$ cat config.mk
export PLATFORM = sky130hd
export DESIGN_NAME = reg_write_back_unit
export DESIGN_NICKNAME = d
export VERILOG_FILES = /design/src/rtl/vcpu32_pkg.sv /design/src/rtl/wb_fifo.sv /design/src/rtl/reg_write_back_unit.sv
export SDC_FILE = /design/constraint.sdc
export NUM_CORES = 1
export LEC_CHECK = 0
export BUFFER_PORTS_ARGS = -buffer_cell sky130_fd_sc_hd__buf_2
export CELL_PAD_IN_SITES_DETAIL_PLACEMENT = 1
export CELL_PAD_IN_SITES_GLOBAL_PLACEMENT = 1
export CORE_ASPECT_RATIO = 0.6
export CORE_MARGIN = 2
export CORE_UTILIZATION = 38
export DETAILED_ROUTE_END_ITERATION = 6
export MAX_ROUTING_LAYER = met4
export PLACE_DENSITY_LB_ADDON = 0.1
export SYNTH_ARGS = -nofsm -noshare
export SYNTH_HDL_FRONTEND = slang
export SYNTH_SLANG_ARGS = --single-unit
export TNS_END_PERCENT = 100
$ cat constraint.sdc
create_clock -name clk -period 2.7 [get_ports clk]
set_input_delay 0.675 -clock clk [delete_from_list [all_inputs] [get_ports clk]]
set_output_delay 0.675 -clock clk [all_outputs]
set_load 0.005 [all_outputs]
$ cat src/rtl/vcpu32_pkg.sv
// rtl/vcpu32_pkg.sv - shared widths and the write-back queue entry type
package vcpu32_pkg;

    localparam int WORD_WIDTH     = 32;
    localparam int REG_COUNT      = 8;
    localparam int REG_ADDR_WIDTH = $clog2(REG_COUNT);

    typedef struct packed {
        logic [REG_ADDR_WIDTH-1:0] addr;
        logic [WORD_WIDTH-1:0]     data;
    } wb_entry_t;

endpackage

$ cat src/rtl/wb_fifo.sv
// rtl/wb_fifo.sv - in-order queue of write-back entries, all slots visible for lookup
module wb_fifo
    import vcpu32_pkg::*;
#(
    parameter  int DEPTH = 4,
    localparam int PW    = $clog2(DEPTH),
    localparam int LW    = $clog2(DEPTH + 1)
) (
    input  logic            clk_i,
    input  logic            rst_i,
    input  logic            push_i,
    input  wb_entry_t       push_entry_i,
    input  logic            pop_i,
    output wb_entry_t       head_entry_o,
    output logic            full_o,
    output logic [LW-1:0]   level_o,
    output logic [PW-1:0]   head_o,
    output wb_entry_t       entries_o [DEPTH],
    output logic [DEPTH-1:0] valid_o
);

    wb_entry_t        mem_q [DEPTH];
    logic [DEPTH-1:0] valid_q, valid_d;
    logic [PW-1:0]    head_q, head_d;
    logic [PW-1:0]    tail_q, tail_d;
    logic [LW-1:0]    count_q, count_d;
    logic             push_ok;
    logic             pop_ok;

    function automatic logic [PW-1:0] ptr_inc(input logic [PW-1:0] p);
        return (p == PW'(DEPTH - 1)) ? '0 : p + 1'b1;
    endfunction

    assign full_o = (count_q == LW'(DEPTH));

    // Push into the slot a same-cycle pop frees is refused: full blocks push outright.
    always_comb begin
        push_ok = push_i && !full_o;
        pop_ok  = pop_i && (count_q != '0);
        head_d  = head_q;
        tail_d  = tail_q;
        count_d = count_q;
        valid_d = valid_q;
        if (pop_ok) begin
            head_d          = ptr_inc(head_q);
            valid_d[head_q] = 1'b0;
        end
        if (push_ok) begin
            tail_d          = ptr_inc(tail_q);
            valid_d[tail_q] = 1'b1;
        end
        case ({push_ok, pop_ok})
            2'b10:   count_d = count_q + 1'b1;
            2'b01:   count_d = count_q - 1'b1;
            default: count_d = count_q;
        endcase
    end

    always_ff @(posedge clk_i) begin
        if (rst_i) begin
            head_q  <= '0;
            tail_q  <= '0;
            count_q <= '0;
            valid_q <= '0;
        end else begin
            head_q  <= head_d;
            tail_q  <= tail_d;
            count_q <= count_d;
            valid_q <= valid_d;
        end
    end

    always_ff @(posedge clk_i) begin
        if (push_ok) begin
            mem_q[tail_q] <= push_entry_i;
        end
    end

    assign head_entry_o = mem_q[head_q];
    assign level_o      = count_q;
    assign head_o       = head_q;
    assign entries_o    = mem_q;
    assign valid_o      = valid_q;

endmodule

$ cat src/rtl/reg_write_back_unit.sv
// rtl/reg_write_back_unit.sv - write-back arbiter/queue feeding the regfile port; forwarding via VCPU32_WB_FWD_EN
module reg_write_back_unit
    import vcpu32_pkg::*;
#(
    parameter  int WIDTH = WORD_WIDTH,
    parameter  int SIZE  = REG_COUNT,
    parameter  int DEPTH = 4,
    localparam int AW    = $clog2(SIZE),
    localparam int LW    = $clog2(DEPTH + 1),
    localparam int PW    = $clog2(DEPTH)
) (
    input  logic             clk,
    input  logic             rst,
    input  logic             memValid,
    input  logic [AW-1:0]    memAddr,
    input  logic [WIDTH-1:0] memData,
    output logic             memReady,
    input  logic             aluValid,
    input  logic [AW-1:0]    aluAddr,
    input  logic [WIDTH-1:0] aluData,
    output logic             aluReady,
    input  logic             wbHold,
    output logic             write,
    output logic [AW-1:0]    wrAddr,
    output logic [WIDTH-1:0] wrData,
    output logic [LW-1:0]    level,
    output logic             pending,
    input  logic [AW-1:0]    fwdAddrA,
    input  logic [AW-1:0]    fwdAddrB,
    output logic             fwdHitA,
    output logic [WIDTH-1:0] fwdDataA,
    output logic             fwdHitB,
    output logic [WIDTH-1:0] fwdDataB
);

    logic             fifo_full;
    logic [LW-1:0]    fifo_level;
    logic [PW-1:0]    fifo_head;
    wb_entry_t        fifo_entries [DEPTH];
    logic [DEPTH-1:0] fifo_valid;
    wb_entry_t        head_entry;
    wb_entry_t        push_entry;
    logic             push;
    logic             pop;

    logic             write_q, write_d;
    logic [AW-1:0]    wr_addr_q, wr_addr_d;
    logic [WIDTH-1:0] wr_data_q, wr_data_d;

    // Readies look only at occupancy and memValid, never at their own valid.
    assign memReady = !rst && !fifo_full;
    assign aluReady = !rst && !fifo_full && !memValid;

    assign push = (memValid && memReady) || (aluValid && aluReady);
    assign pop  = !wbHold && (fifo_level != '0);

    always_comb begin
        push_entry = '0;
        if (memValid) begin
            push_entry.addr = memAddr;
            push_entry.data = memData;
        end else begin
            push_entry.addr = aluAddr;
            push_entry.data = aluData;
        end
    end

    wb_fifo #(
        .DEPTH(DEPTH)
    ) u_fifo (
        .clk_i        (clk),
        .rst_i        (rst),
        .push_i       (push),
        .push_entry_i (push_entry),
        .pop_i        (pop),
        .head_entry_o (head_entry),
        .full_o       (fifo_full),
        .level_o      (fifo_level),
        .head_o       (fifo_head),
        .entries_o    (fifo_entries),
        .valid_o      (fifo_valid)
    );

    always_comb begin
        write_d   = 1'b0;
        wr_addr_d = wr_addr_q;
        wr_data_d = wr_data_q;
        if (pop) begin
            write_d   = 1'b1;
            wr_addr_d = head_entry.addr;
            wr_data_d = head_entry.data;
        end
    end

    always_ff @(posedge clk) begin
        if (rst) begin
            write_q   <= 1'b0;
            wr_addr_q <= '0;
            wr_data_q <= '0;
        end else begin
            write_q   <= write_d;
            wr_addr_q <= wr_addr_d;
            wr_data_q <= wr_data_d;
        end
    end

    assign write   = write_q;
    assign wrAddr  = wr_addr_q;
    assign wrData  = wr_data_q;
    assign level   = fifo_level;
    assign pending = (fifo_level != '0) || write_q;

`ifdef VCPU32_WB_FWD_EN
    // Walk oldest to youngest so the youngest match overrides; output register is lowest priority.
    always_comb begin
        logic [PW-1:0] idx;
        int unsigned   s;
        fwdHitA  = 1'b0;
        fwdDataA = '0;
        fwdHitB  = 1'b0;
        fwdDataB = '0;
        idx      = '0;
        s        = 0;
        if (write_q && (wr_addr_q == fwdAddrA)) begin
            fwdHitA  = 1'b1;
            fwdDataA = wr_data_q;
        end
        if (write_q && (wr_addr_q == fwdAddrB)) begin
            fwdHitB  = 1'b1;
            fwdDataB = wr_data_q;
        end
        for (int k = 0; k < DEPTH; k++) begin
            s = int'(fifo_head) + k;
            if (s >= DEPTH) begin
                s = s - DEPTH;
            end
            idx = PW'(s);
            if (fifo_valid[idx] && (fifo_entries[idx].addr == fwdAddrA)) begin
                fwdHitA  = 1'b1;
                fwdDataA = fifo_entries[idx].data;
            end
            if (fifo_valid[idx] && (fifo_entries[idx].addr == fwdAddrB)) begin
                fwdHitB  = 1'b1;
                fwdDataB = fifo_entries[idx].data;
            end
        end
    end
`else
    localparam int EW = $bits(wb_entry_t);
    logic [DEPTH*EW-1:0] unused_flat;
    logic                unused_fwd;

    for (genvar g = 0; g < DEPTH; g++) begin : g_flat
        assign unused_flat[g*EW +: EW] = fifo_entries[g];
    end

    assign unused_fwd = ^{fwdAddrA, fwdAddrB, fifo_head, fifo_valid, unused_flat};
    assign fwdHitA    = 1'b0;
    assign fwdDataA   = '0;
    assign fwdHitB    = 1'b0;
    assign fwdDataB   = '0;
`endif

endmodule

# Yosys cells after proc, flatten, opt, wreduce, memory -nomap -nowiden
# Index checks and enable logic that the tools add are counted.
# op_classes
add_sub_neg,4
multipliers,0
div_mod_pow,0
magnitude_cmp,3
n_eq_ne,5
shift,0
mux,11
bitwise_logic,2
n_reduce_logical,16
# op_table
op,n
bitwise mux 140 bit,1
two-way mux 35 bit,4
binary-select mux 35 bit (select 2 bit),1
demux 35 bit (select 2 bit),1
logical AND 1 bit,8
"equality test 2 bit, second input constant",3
"greater-or-equal comparator 3 bit, second input constant",2
NOT 2 -> 3 bit,2
one-hot mux 3 bit (2 select lines),1
"adder 2 x 1 -> 2 bit, second input constant",2
zero test 1 bit,4
two-way mux 2 bit,2
"adder 3 x 1 -> 3 bit, second input constant",1
"equality test 3 bit, second input constant",1
"< comparator 3 x 1 -> 1 bit, second input constant",1
nonzero test 3 bit,1
"subtractor 3 x 1 -> 3 bit, second input constant",1
"equality test 2 x 1 -> 1 bit, second input constant",1
logical OR 1 bit,2
nonzero test 2 bit,1
two-way mux 1 bit,1
# totals
reg_bits,183
latch_bits,0
ramBits,0
rom_bits,0
in_bits,81
output_inout_bits,108
word_cells,55
n_memories,0

# Longest topological paths before layout
# Gate-level depths: netlist of run 1.
# logic_depth
word_depth,9
mapped_depth,10
mapped_depth_nobuf,9

# By module
# Synthesis of run 1 repeated with hierarchy kept, for this count alone.
# hier_totals
cells_unflattened,523
area_unflattened_um2,8227.9
# modules_own_cells
module,n_inst,cells_each,area_per_inst_um2,seq_area_each_um2
wb_fifo,1,258,5669.2,4424.2
reg_write_back_unit,1,265,2558.7,720.7

# Least setup slack after synthesis of run 1
# No wires, ideal clock.
# synth_path
kind,input -> register
from,in memValid
to,"reg u_fifo.mem_q, in the netlist u_fifo.entries_o[0], enable pin"
setup_time_ps,395
t_arrival_ps,2182
t_required_ps,2305
setup_slack_ps,123
path_stages,4
n_path_buf,1
path_cell_list,buf_2 nor2_1 a211oi_2 and2_1
# synth_between
elab_chain_len,5
word_cells_on_any_way,6
classes_between,reduce/logical: 6
# synth_lines
element,line,text
"start, declared",reg_write_back_unit.sv:14,"input logic memValid,"
zero test 1 bit,reg_write_back_unit.sv:52,assign aluReady = !rst && !fifo_full && !memValid;
logical AND 1 bit,reg_write_back_unit.sv:52,
logical AND 1 bit,reg_write_back_unit.sv:54,assign push = (memValid && memReady) || (aluValid && aluReady);
logical OR 1 bit (*),reg_write_back_unit.sv:54,
logical AND 1 bit (*),wb_fifo.sv:38,push_ok = push_i && !full_o;
"end signal, assigned by index",wb_fifo.sv:75,mem_q[tail_q] <= push_entry_i;
"end, declared",wb_fifo.sv:22,wb_entry_t mem_q [DEPTH];
# Every way passes the cells marked *; elsewhere a longest branch is shown, timed or not.
# A chain may end at the register's enable or synchronous reset.

# Worst setup path in the final report of run 1
# layout_path
from,reg u_fifo.count_q[0] (netlist: u_fifo.level_o[0])
to,out aluReady
# layout_between
elab_chain_len,4
# layout_lines
element,line,text
"start, declared",wb_fifo.sv:26,"logic [LW-1:0] count_q, count_d;"
"start signal, assigned",wb_fifo.sv:68,count_q <= count_d;
equality test 3 bit,wb_fifo.sv:34,assign full_o = (count_q == LW'(DEPTH));
zero test 1 bit,reg_write_back_unit.sv:52,
logical AND 1 bit (2 in series),reg_write_back_unit.sv:52,
"end, declared",reg_write_back_unit.sv:21,"output logic aluReady,"
# Every way passes these cells.

==> flow_summary.yaml, run 1 <==
floorplanning:
  core_um2: 19200
  dieArea_um2: 21000
  start_util_pct: 39.2
  die_height_um: 113
  pin_count: 189
  die_w_um: 186
  rows: 39
clock_tree:
  path_clk_slew_ns: 0.07
  clk-insertion-delay-late_ns: 0.43
  cts-root-buf: "clkbuf_16"
  clock_sinks: 183
  cts_max_level: 4
  cts_hold_buf: 0
  cts_tree: "built"
  cts-resized-gates: 0
  clock_path_buffers: 2
  cts_buffers: 17
  post-cts-setup-buffers: 0
timing:
  skew_ns: 0.00991
  rsz0062_at_grt: "no"
  maxSlewViolCount: 0
  finalCritPeriodShare_pct: 81.0
  slew_headroom_pct: 28.1
  period_needed_ns: 2.19
  fmax_mhz: 457
  tightest_slew_ns: 1.08
  timing.setup.tns_ns: 0
  finalSetupViolations: 0
  hold_viol: 0
min_path:
  holdPathStages: 1
  hold_path_startpoint: "wrAddr[2]"
  worstHoldEndpoint: "wrAddr[2]"
  hp-class: "reg -> reg"
worst_setup_path:
  worstPathArrival_ns: 1.51
  cp.required_ns: 2.03
  end_kind: "output pin"
  r2r-start: "u_fifo.level_o[2]"
  r2r-end: "u_fifo.level_o[2]"
  crit_fanout: 6
  critPathLaunch: "u_fifo.level_o[0]"
  crit_chain: "nor2_1 -> a21oi_1 -> nor2b_1 -> buf_2"
  r2r_setup_slack_ns: 0.53
  slowest_delay_ns: 0.49
  worstSetupStartpointType: "flip-flop"
  cp_slowest_cell: "dfxtp_1"
  critical_path_class: "reg -> out"
  r2r_cells: 8
synth:
  syn_area_um2: 7540
  yosysWarnings: 0
  avgSynthCellArea_um2: 17.8
  yosys.cell_types.count: 28
  synthCells: 423
  synth-seq-area-share_pct: 67.1
  synth_seq_cells: 183
finish:
  finish.utilization_pct: 45.9
  drive_gt1_share_pct: 44.1
  fill_cells: 1934
  num_antenna_cells: 0
  multi_input_area_um2: 2080
  area_growth_pct: 16.9
  ff_latch_area_um2: 5070
  final_nets: 640
detailed_routing:
  drc: 0
  viasPerCell: 4.66
  wl_um: 15400
  final_antenna_net_count: 0
  drt-initial-drc-count: 196
  drt_pass1_iterations: 4
  num_vias: 3869
  detail_route.wl_per_cell_um: 18.5
grt:
  antenna_found_initial: 0
  top_usage_layer: "met2"
  use_met1_pct: 20.6
  grt_usage_pct: 15.8
  grt_use_met2_pct: 24.3
  first_global_vias: 4112
  grt_max_degree: 39
  grt_pass1_wl_um: 23300
  grt.overflow.total: 0
  use_met3_pct: 4.18
placement:
  port_buffers: 116
  gp_congestion: 0.700
  dpl.hpwl_um: 9840
power:
  power_density_nw_per_um2: 927
  ir_drop_uv: 476
  leakagePower_nw: 3.32
status:
  status: "completed"
job:
  cap_violations: 0
[critical path: cells and delay by family, from the launching register on]
kind            cells  cell delay (ns)
flops               1             0.49
simple gates        2             0.28
compound gates      1             0.17
buf+inv             1             0.13
[synth_stat cells]
library cell | count | share of area (%)
a21oi_1 | 5 | 0.33
mux2_2 | 37 | 5.5
a22o_1 | 30 | 3.5
o21ai_0 | 3 | 0.20
a211oi_2 | 1 | 0.17
xor2_1 | 2 | 0.23
nor3_2 | 2 | 0.27
or3_4 | 1 | 0.15
dfxtp_1 | 43 | 11
clkbuf_1 | 3 | 0.15
mux4_2 | 35 | 10
nand2b_1 | 1 | 0.083
a21oi_4 | 1 | 0.22
nor2_1 | 9 | 0.45
and2_1 | 4 | 0.33
buf_4 | 67 | 6.7
fa_1 | 1 | 0.27
buf_6 | 6 | 0.90
buf_2 | 9 | 0.60
inv_1 | 7 | 0.35
or3_2 | 1 | 0.10
ha_1 | 6 | 1.0
conb_1 | 1 | 0.050
a22o_2 | 5 | 0.66
or4_1 | 1 | 0.10
nand3_1 | 1 | 0.066
edfxtp_1 | 140 | 56
nor2b_1 | 1 | 0.083
[kinds of logic after synthesis]
kind of cell    share of synthesized area [%]
compound gates                           5.06
buf+inv                                  8.66
simple gates                             1.63
fa+ha+maj                                1.26
mux                                      16.0
xor+xnor                                0.232
other cells                            0.0497
flops                                    67.1
[worst max path at each step]
stage | to | slack [ns] | depth (start not counted)
2_1_floorplan | u_fifo.entries_o[0] | 0.12 | 4
3_3_place_gp | u_fifo.level_o[2] | 0.28 | 9
3_5_place_dp | u_fifo.level_o[2] | 0.18 | 9
4_1_cts | aluReady | 0.48 | 4
5_1_grt | aluReady | 0.37 | 4
6_report | aluReady | 0.51 | 4
[stage by stage]
| step | hold slack (ns) | power, mW | worst slack [ns] | area, um2 | cells |
|---|---|---|---|---|---|
| floorplan | 0.466 | 5.11 | 0.123 | 7790 | 488 |
| global placement | 0.456 | 5.68 | 0.279 | 8220 | 799 |
| detailed placement | 0.464 | 5.76 | 0.181 | 8220 | 799 |
| CTS | 0.480 | 8.32 | 0.480 | 8820 | 831 |
| global route | 0.492 | 8.63 | 0.375 | 8820 | 831 |
| finish | 0.473 | 8.17 | 0.513 | 8820 | 831 |
[layout make-up]
| type | instances | area share [%] |
|---|---|---|
| Sequential cell | 183 | 57.5 |
| Multi-Input combinational cell | 213 | 23.6 |
| Timing Repair Buffer | 130 | 8.06 |
| Clock buffer | 18 | 4.87 |
| Tap cell | 266 | 3.77 |
| Clock inverter | 14 | 1.94 |
| Inverter | 7 | 0.298 |
[state kept, by name, summed over array words and instances (netlist names)]
register	cells
u_fifo.tail_q	2
wrAddr	3
u_fifo.entries_o	140
u_fifo.level_o	3
write	1
u_fifo.head_o	2
wrData	32
[layer usage]
| layer | up-vias | part of all wire, % |
|---|---|---|
| met1 | 1970 | 46 |
| met3 | 19 | 4.7 |
| met4 | 0 | 1.4 |
| li1 | 1768 | - |
| met5 | - | 0 |
| met2 | 112 | 48 |
[power breakdown]
part	switching, mW	total (mW)	internal, mW
clock	1.08	2.54	1.47
combinational	0.795	1.68	0.882
sequential	0.373	3.95	3.58
[cell usage in the layout (no fill, tap or decap), types with 2 or more instances in the layout]
master / n
edfxtp_1: 140
buf_2: 116
conb_1: 66
dfxtp_1: 41
mux2_2: 37
mux4_2: 35
a22o_1: 30
clkbuf_16: 17
buf_4: 12
nor2_1: 9
inv_1: 7
ha_1: 6
a21oi_1: 5
a22o_2: 5
and2_2: 4
inv_6: 4
o21ai_0: 3
bufinv_16: 3
xor2_1: 2
clkinv_4: 2
clkinv_2: 2
clkinvlp_4: 2
buf_12: 2
No activity file was read; power rests on OpenSTA's default activity.
==> run 2: changes to the inputs <==
clock period = 1.9 ns   (was 2.7 ns; I/O delays follow)
==> run 2 against run 1 <==
Compared with the run above: core utilization rose by 1.6 points; clock skew rose by 0.0088 ns; sequential power rose by 39%; clock power rose by 33%; wire length rose by 2.3%; final area rose by 3.4%; hold slack got worse by 0.078 ns; flip-flop and latch count did not move; critical path depth rose by 5; critical path type is now reg -> reg; critical endpoint is now u_fifo.level_o[2]; largest cell class unchanged; highest routed layer unchanged.
==> flow_summary.yaml, run 2 (synthesis gave the netlist of run 1 again) <==
status:
  status: "completed"
finish:
  final_cell_mix: "140 x edfxtp_1, 116 x buf_2, 66 x conb_1, 38 x dfxtp_1, 37 x mux2_2"
  finish.utilization_pct: 47.5
  area_growth_pct: 21.0
  multi_input_area_um2: 2120
  fill_cells: 1912
  final_nets: 662
  final_common_cell: "edfxtp_1"
  largest_register_ffs: 140
  ff_latch_area_um2: 5080
  num_antenna_cells: 0
  final_area_um2: 9130
  drive_gt1_share_pct: 47.7
timing:
  slew_headroom_pct: 59.0
  hold_viol: 0
  fmax_mhz: 534
  tightest_slew_ns: 0.615
  skew_ns: 0.0187
  maxSlewViolCount: 0
  timing.setup.tns_ns: 0
  finalCritPeriodShare_pct: 98.6
  rsz0062_at_grt: "yes"
  period_needed_ns: 1.87
  finalSetupViolations: 0
power:
  leakagePower_nw: 3.46
  ir_drop_uv: 610
  power_density_nw_per_um2: 1300
  power.total_mw: 11.9
placement:
  dpl.hpwl_um: 10200
  placed_area_um2: 8520
  gp_congestion: 0.693
  port_buffers: 116
worst_setup_path:
  critPathTopFamily: "adder cells"
  worstPathArrival_ns: 2.24
  worstSetupStartpointType: "flip-flop"
  r2r_setup_slack_ns: 0.03
  cp_slowest_cell: "dfxtp_4"
  crit_fanout: 2
  crit_chain: "nor2_4 -> a211oi_4 -> inv_1 -> ha_2 -> inv_2 -> fa_2 -> xor2_1 -> or3_4 -> a21oi_2"
  r2r_cells: 9
  path_buf_inv: 2
  cp.required_ns: 2.27
  critical_path_class: "reg -> reg"
  r2r-start: "u_fifo.level_o[0]"
  slowest_delay_ns: 0.36
  end_kind: "flip-flop"
  r2r-end: "u_fifo.level_o[2]"
grt:
  antenna_found_initial: 0
  grt.overflow.total: 0
  grt_pass1_wl_um: 23900
  grt_usage_pct: 16.1
  first_global_vias: 4095
  grt_max_degree: 37
detailed_routing:
  wl_um: 15700
  final_antenna_net_count: 0
  num_vias: 3932
  detail_route.wl_per_cell_um: 18.5
  drt_pass1_iterations: 4
  drc: 0
  viasPerCell: 4.61
  drt-initial-drc-count: 186
floorplanning:
  core_um2: 19200
  die_height_um: 113
  dieArea_um2: 21000
  rows: 39
  pin_count: 189
  start_util_pct: 39.2
  die_w_um: 186
min_path:
  hold_path_startpoint: "memData[27]"
  worstHoldEndpoint: "u_fifo.entries_o[27]"
  hp-class: "in -> reg"
  holdPathStages: 2
clock_tree:
  cts_hold_buf: 0
  path_clk_slew_ns: 0.08
  clk-insertion-delay-late_ns: 0.43
  cts-root-buf: "clkbuf_16"
  clock_path_buffers: 2
  clock_sinks: 183
  cts_tree: "built"
  cts_buffers: 17
  cts_max_level: 4
job:
  cap_violations: 0
## run 2: stage by stage
step                      std cells  worst slack, ns  hold WS, ns
final                           853           0.0266        0.395
after global routing            853          -0.0757        0.385
after CTS                       853          -0.0167        0.365
after detailed placement        818           -0.223        0.463
after global placement          818           -0.173        0.456
after floorplan                 488           -0.124        0.466
## run 2: layer usage
metal / vias up / part of all wire [%] / GRT usage (%)
met5: - / 0 / -
met4: 0 / 0.55 / 4.15
met3: 7 / 4.7 / 3.73
met2: 118 / 48 / 24.4
met1: 1995 / 47 / 22.0
li1: 1812 / - / -
## run 2: worst max-delay path by stage
stage                                 start           endpoint  cells past startpoint
final                     u_fifo.level_o[0]  u_fifo.level_o[2]                      9
after global routing      u_fifo.level_o[0]  u_fifo.level_o[2]                      9
after CTS                 u_fifo.level_o[0]  u_fifo.level_o[2]                      9
after detailed placement           aluValid  u_fifo.level_o[2]                     10
after global placement             aluValid  u_fifo.level_o[2]                     10
after floorplan                    memValid  u_fifo.level_o[2]                     10
## run 2: area by class of cell
type	instances	share of cell area, %
multi-input combinational	213	23.2
sequential	183	55.7
clock inverter	14	1.47
inverter	7	0.288
clock buffer	18	4.70
timing repair buffer	152	11.1
tap	266	3.65
## run 2: power by group
group / total (mW) / internal, mW / switching [mW]
sequential: 5.48 / 5.10 / 0.381
clock: 3.38 / 1.74 / 1.64
combinational: 3.02 / 1.62 / 1.41
total: 11.9 / 8.46 / 3.42
## run 2: timing repair
item | in CTS | in global routing
endpoints found under the setup margin | 3 | 3
hold endpoints to repair | 0 | 0
resized for setup | 8 | 1
pin swaps | 4 | 2
buffers inserted | 3 | 0
==> run 3: changes to the inputs <==
CELL_PAD_IN_SITES_DETAIL_PLACEMENT = default   (was 1)
CELL_PAD_IN_SITES_GLOBAL_PLACEMENT = default   (was 1)
PLACE_DENSITY_LB_ADDON = default   (was 0.1)
==> run 3 against run 2 <==
Compared with the run above: die area is the same; clock power up 9.5%; first-iteration DRC count grew 13%; combinational power barely moved; total power increased by 2.2%; critical path type unchanged; critical path depth is the same; wire length shrank 8.6%; the flow now finishes with violations (negative setup slack); flip-flop and latch count stayed put.
==> flow_summary.yaml, run 3 (synthesis gave the netlist of run 1 again) <==
finish:
  drive_gt1_share_pct: 46.9
  area_growth_pct: 21.4
  num_antenna_cells: 0
  largest_register_ffs: 140
  fill_cells: 1682
  final_cell_mix: "140 x edfxtp_1, 116 x buf_2, 66 x conb_1, 38 x dfxtp_1, 37 x mux2_2"
  final_common_cell: "edfxtp_1"
  final_area_um2: 9160
  final_nets: 654
  finalNonFillerCells: 844
floorplanning:
  die_height_um: 113
  die_w_um: 186
  core_um2: 19200
  pin_count: 189
  rows: 39
  start_util_pct: 39.2
  dieArea_um2: 21000
status:
  violations: "negative setup slack"
  status: "finished, violations left"
clock_tree:
  cts_max_level: 4
  cts_tree: "built"
  cts_buffers: 17
  clock_path_buffers: 2
  clk-insertion-delay-late_ns: 0.42
  cts-root-buf: "clkbuf_16"
  clock_sinks: 183
  path_clk_slew_ns: 0.07
worst_setup_path:
  path_buf_inv: 2
  worst-path-stages: 9
  worstSetupStartpointType: "flip-flop"
  critPathCapture: "u_fifo.level_o[2]"
  critical_path_class: "reg -> reg"
  crit_chain: "buf_6 -> nor3_2 -> nor2_1 -> ha_2 -> inv_2 -> fa_2 -> xor2_1 -> or3_4 -> a21oi_2"
  r2r-end: "u_fifo.level_o[2]"
  worstPathArrival_ns: 2.25
  r2r_cells: 9
  crit_fanout: 2
  r2r_setup_slack_ns: -0.0005
  critPathLaunch: "u_fifo.level_o[0]"
  cp_slowest_cell: "dfxtp_2"
  r2r-start: "u_fifo.level_o[0]"
  critPathTopFamily: "adder cells"
  slowest_delay_ns: 0.36
  cp.required_ns: 2.25
  end_kind: "flip-flop"
timing:
  finalSetupViolations: 1
  period_needed_ns: 1.90
  skew_ns: 0.0105
  rsz0062_at_grt: "yes"
  tightest_slew_ns: 0.605
  setup_ws_ns: -0.000519
  slew_headroom_pct: 59.6
  hold_viol: 0
  fmax_mhz: 526
  maxSlewViolCount: 0
  finalCritPeriodShare_pct: 100
job:
  cap_violations: 0
power:
  seq_power_share_pct: 44.4
  leakagePower_nw: 3.45
  p_switching_mw: 3.16
  power_density_nw_per_um2: 1320
  ir_drop_uv: 676
  swShare_pct: 26.1
  comb_power_share_pct: 25.1
  clockPowerShare_pct: 30.5
  power.total_mw: 12.1
  internal_power_mw: 8.97
detailed_routing:
  wl_um: 14400
  viasPerCell: 4.61
  drc: 0
  detail_route.wl_per_cell_um: 17.0
  num_vias: 3894
  drt-initial-drc-count: 211
  drt_pass1_iterations: 4
  final_antenna_net_count: 0
grt:
  first_global_vias: 3922
  grt_pass1_wl_um: 21700
  grt_usage_pct: 14.5
  grt_max_degree: 37
  grt.overflow.total: 0
  antenna_found_initial: 0
placement:
  gp_congestion: 0.691
  dpl.hpwl_um: 9090
  placed_area_um2: 8490
  port_buffers: 116
  dp.cells: 810
min_path:
  hp-class: "in -> reg"
==> run 3: cell count changes in the layout (fill, tap and decap cells not counted), sizes merged <==
cell,change
clkbuf,+3
inv,-6
clkinv,-4
clkinvlp,+2
buf,-8
bufinv,+4
==> run 3: power groups by stage <==
stage	clock, mW	sequential, mW	combinational [mW]
6_report	3.70	5.39	3.05
4_1_cts	3.79	5.40	3.09
3_5_place_dp	0	5.46	3.03
5_1_grt	3.94	5.46	3.33
2_1_floorplan	0	5.41	1.89
3_3_place_gp	0	5.43	2.96
==> run 3: how the worst min path moves through the flow <==
stage           startpoint              endpoint  slack [ns]  cells past startpoint
6_report       memData[30]  u_fifo.entries_o[65]        0.41                      2
5_1_grt        aluData[30]  u_fifo.entries_o[65]        0.40                      2
4_1_cts        memData[30]  u_fifo.entries_o[65]        0.39                      2
3_5_place_dp    wrData[12]            wrData[12]        0.47                      1
3_3_place_gp     wrData[8]             wrData[8]        0.46                      1
2_1_floorplan    wrAddr[1]             wrAddr[1]        0.47                      1
==> run 3: cell type report <==
cell class	count	area, um2	area share (%)
tap	266	333	3.63
inverter	7	26.3	0.287
multi-input combinational	213	2120	23.1
sequential	183	5070	55.4
clock buffer	21	460	5.03
clock inverter	10	169	1.84
timing repair buffer	144	986	10.8
==> run 3: stage by stage <==
step	worst slack [ns]	util (%)	hold slack, ns	TNS, ns
final	-0.000519	47.7	0.415	-0.000519
after global routing	-0.0585	47.7	0.401	-0.139
after CTS	-0.0212	47.6	0.393	-0.0212
after detailed placement	-0.217	44.2	0.466	-0.269
after global placement	-0.149	44.2	0.455	-0.149
after floorplan	-0.124	-	0.466	-0.140
==> run 3: what timing repair did <==
action	CTS	global route
endpoints found under the hold margin	0	0
pin swaps	5	4
hold buffers	0	0
endpoints found under the setup margin	3	3
setup buffers	2	1
resized for setup	7	0
==> run 3: metal layers <==
metal	wire length [um]	global-route usage, %	part of all wire (%)	up-vias
met5	0	-	0	-
li1	-	-	-	1790
met1	6770	19.7	47	1972
met3	728	3.32	5.1	13
met2	6750	22.1	47	119
met4	138	3.99	0.96	0
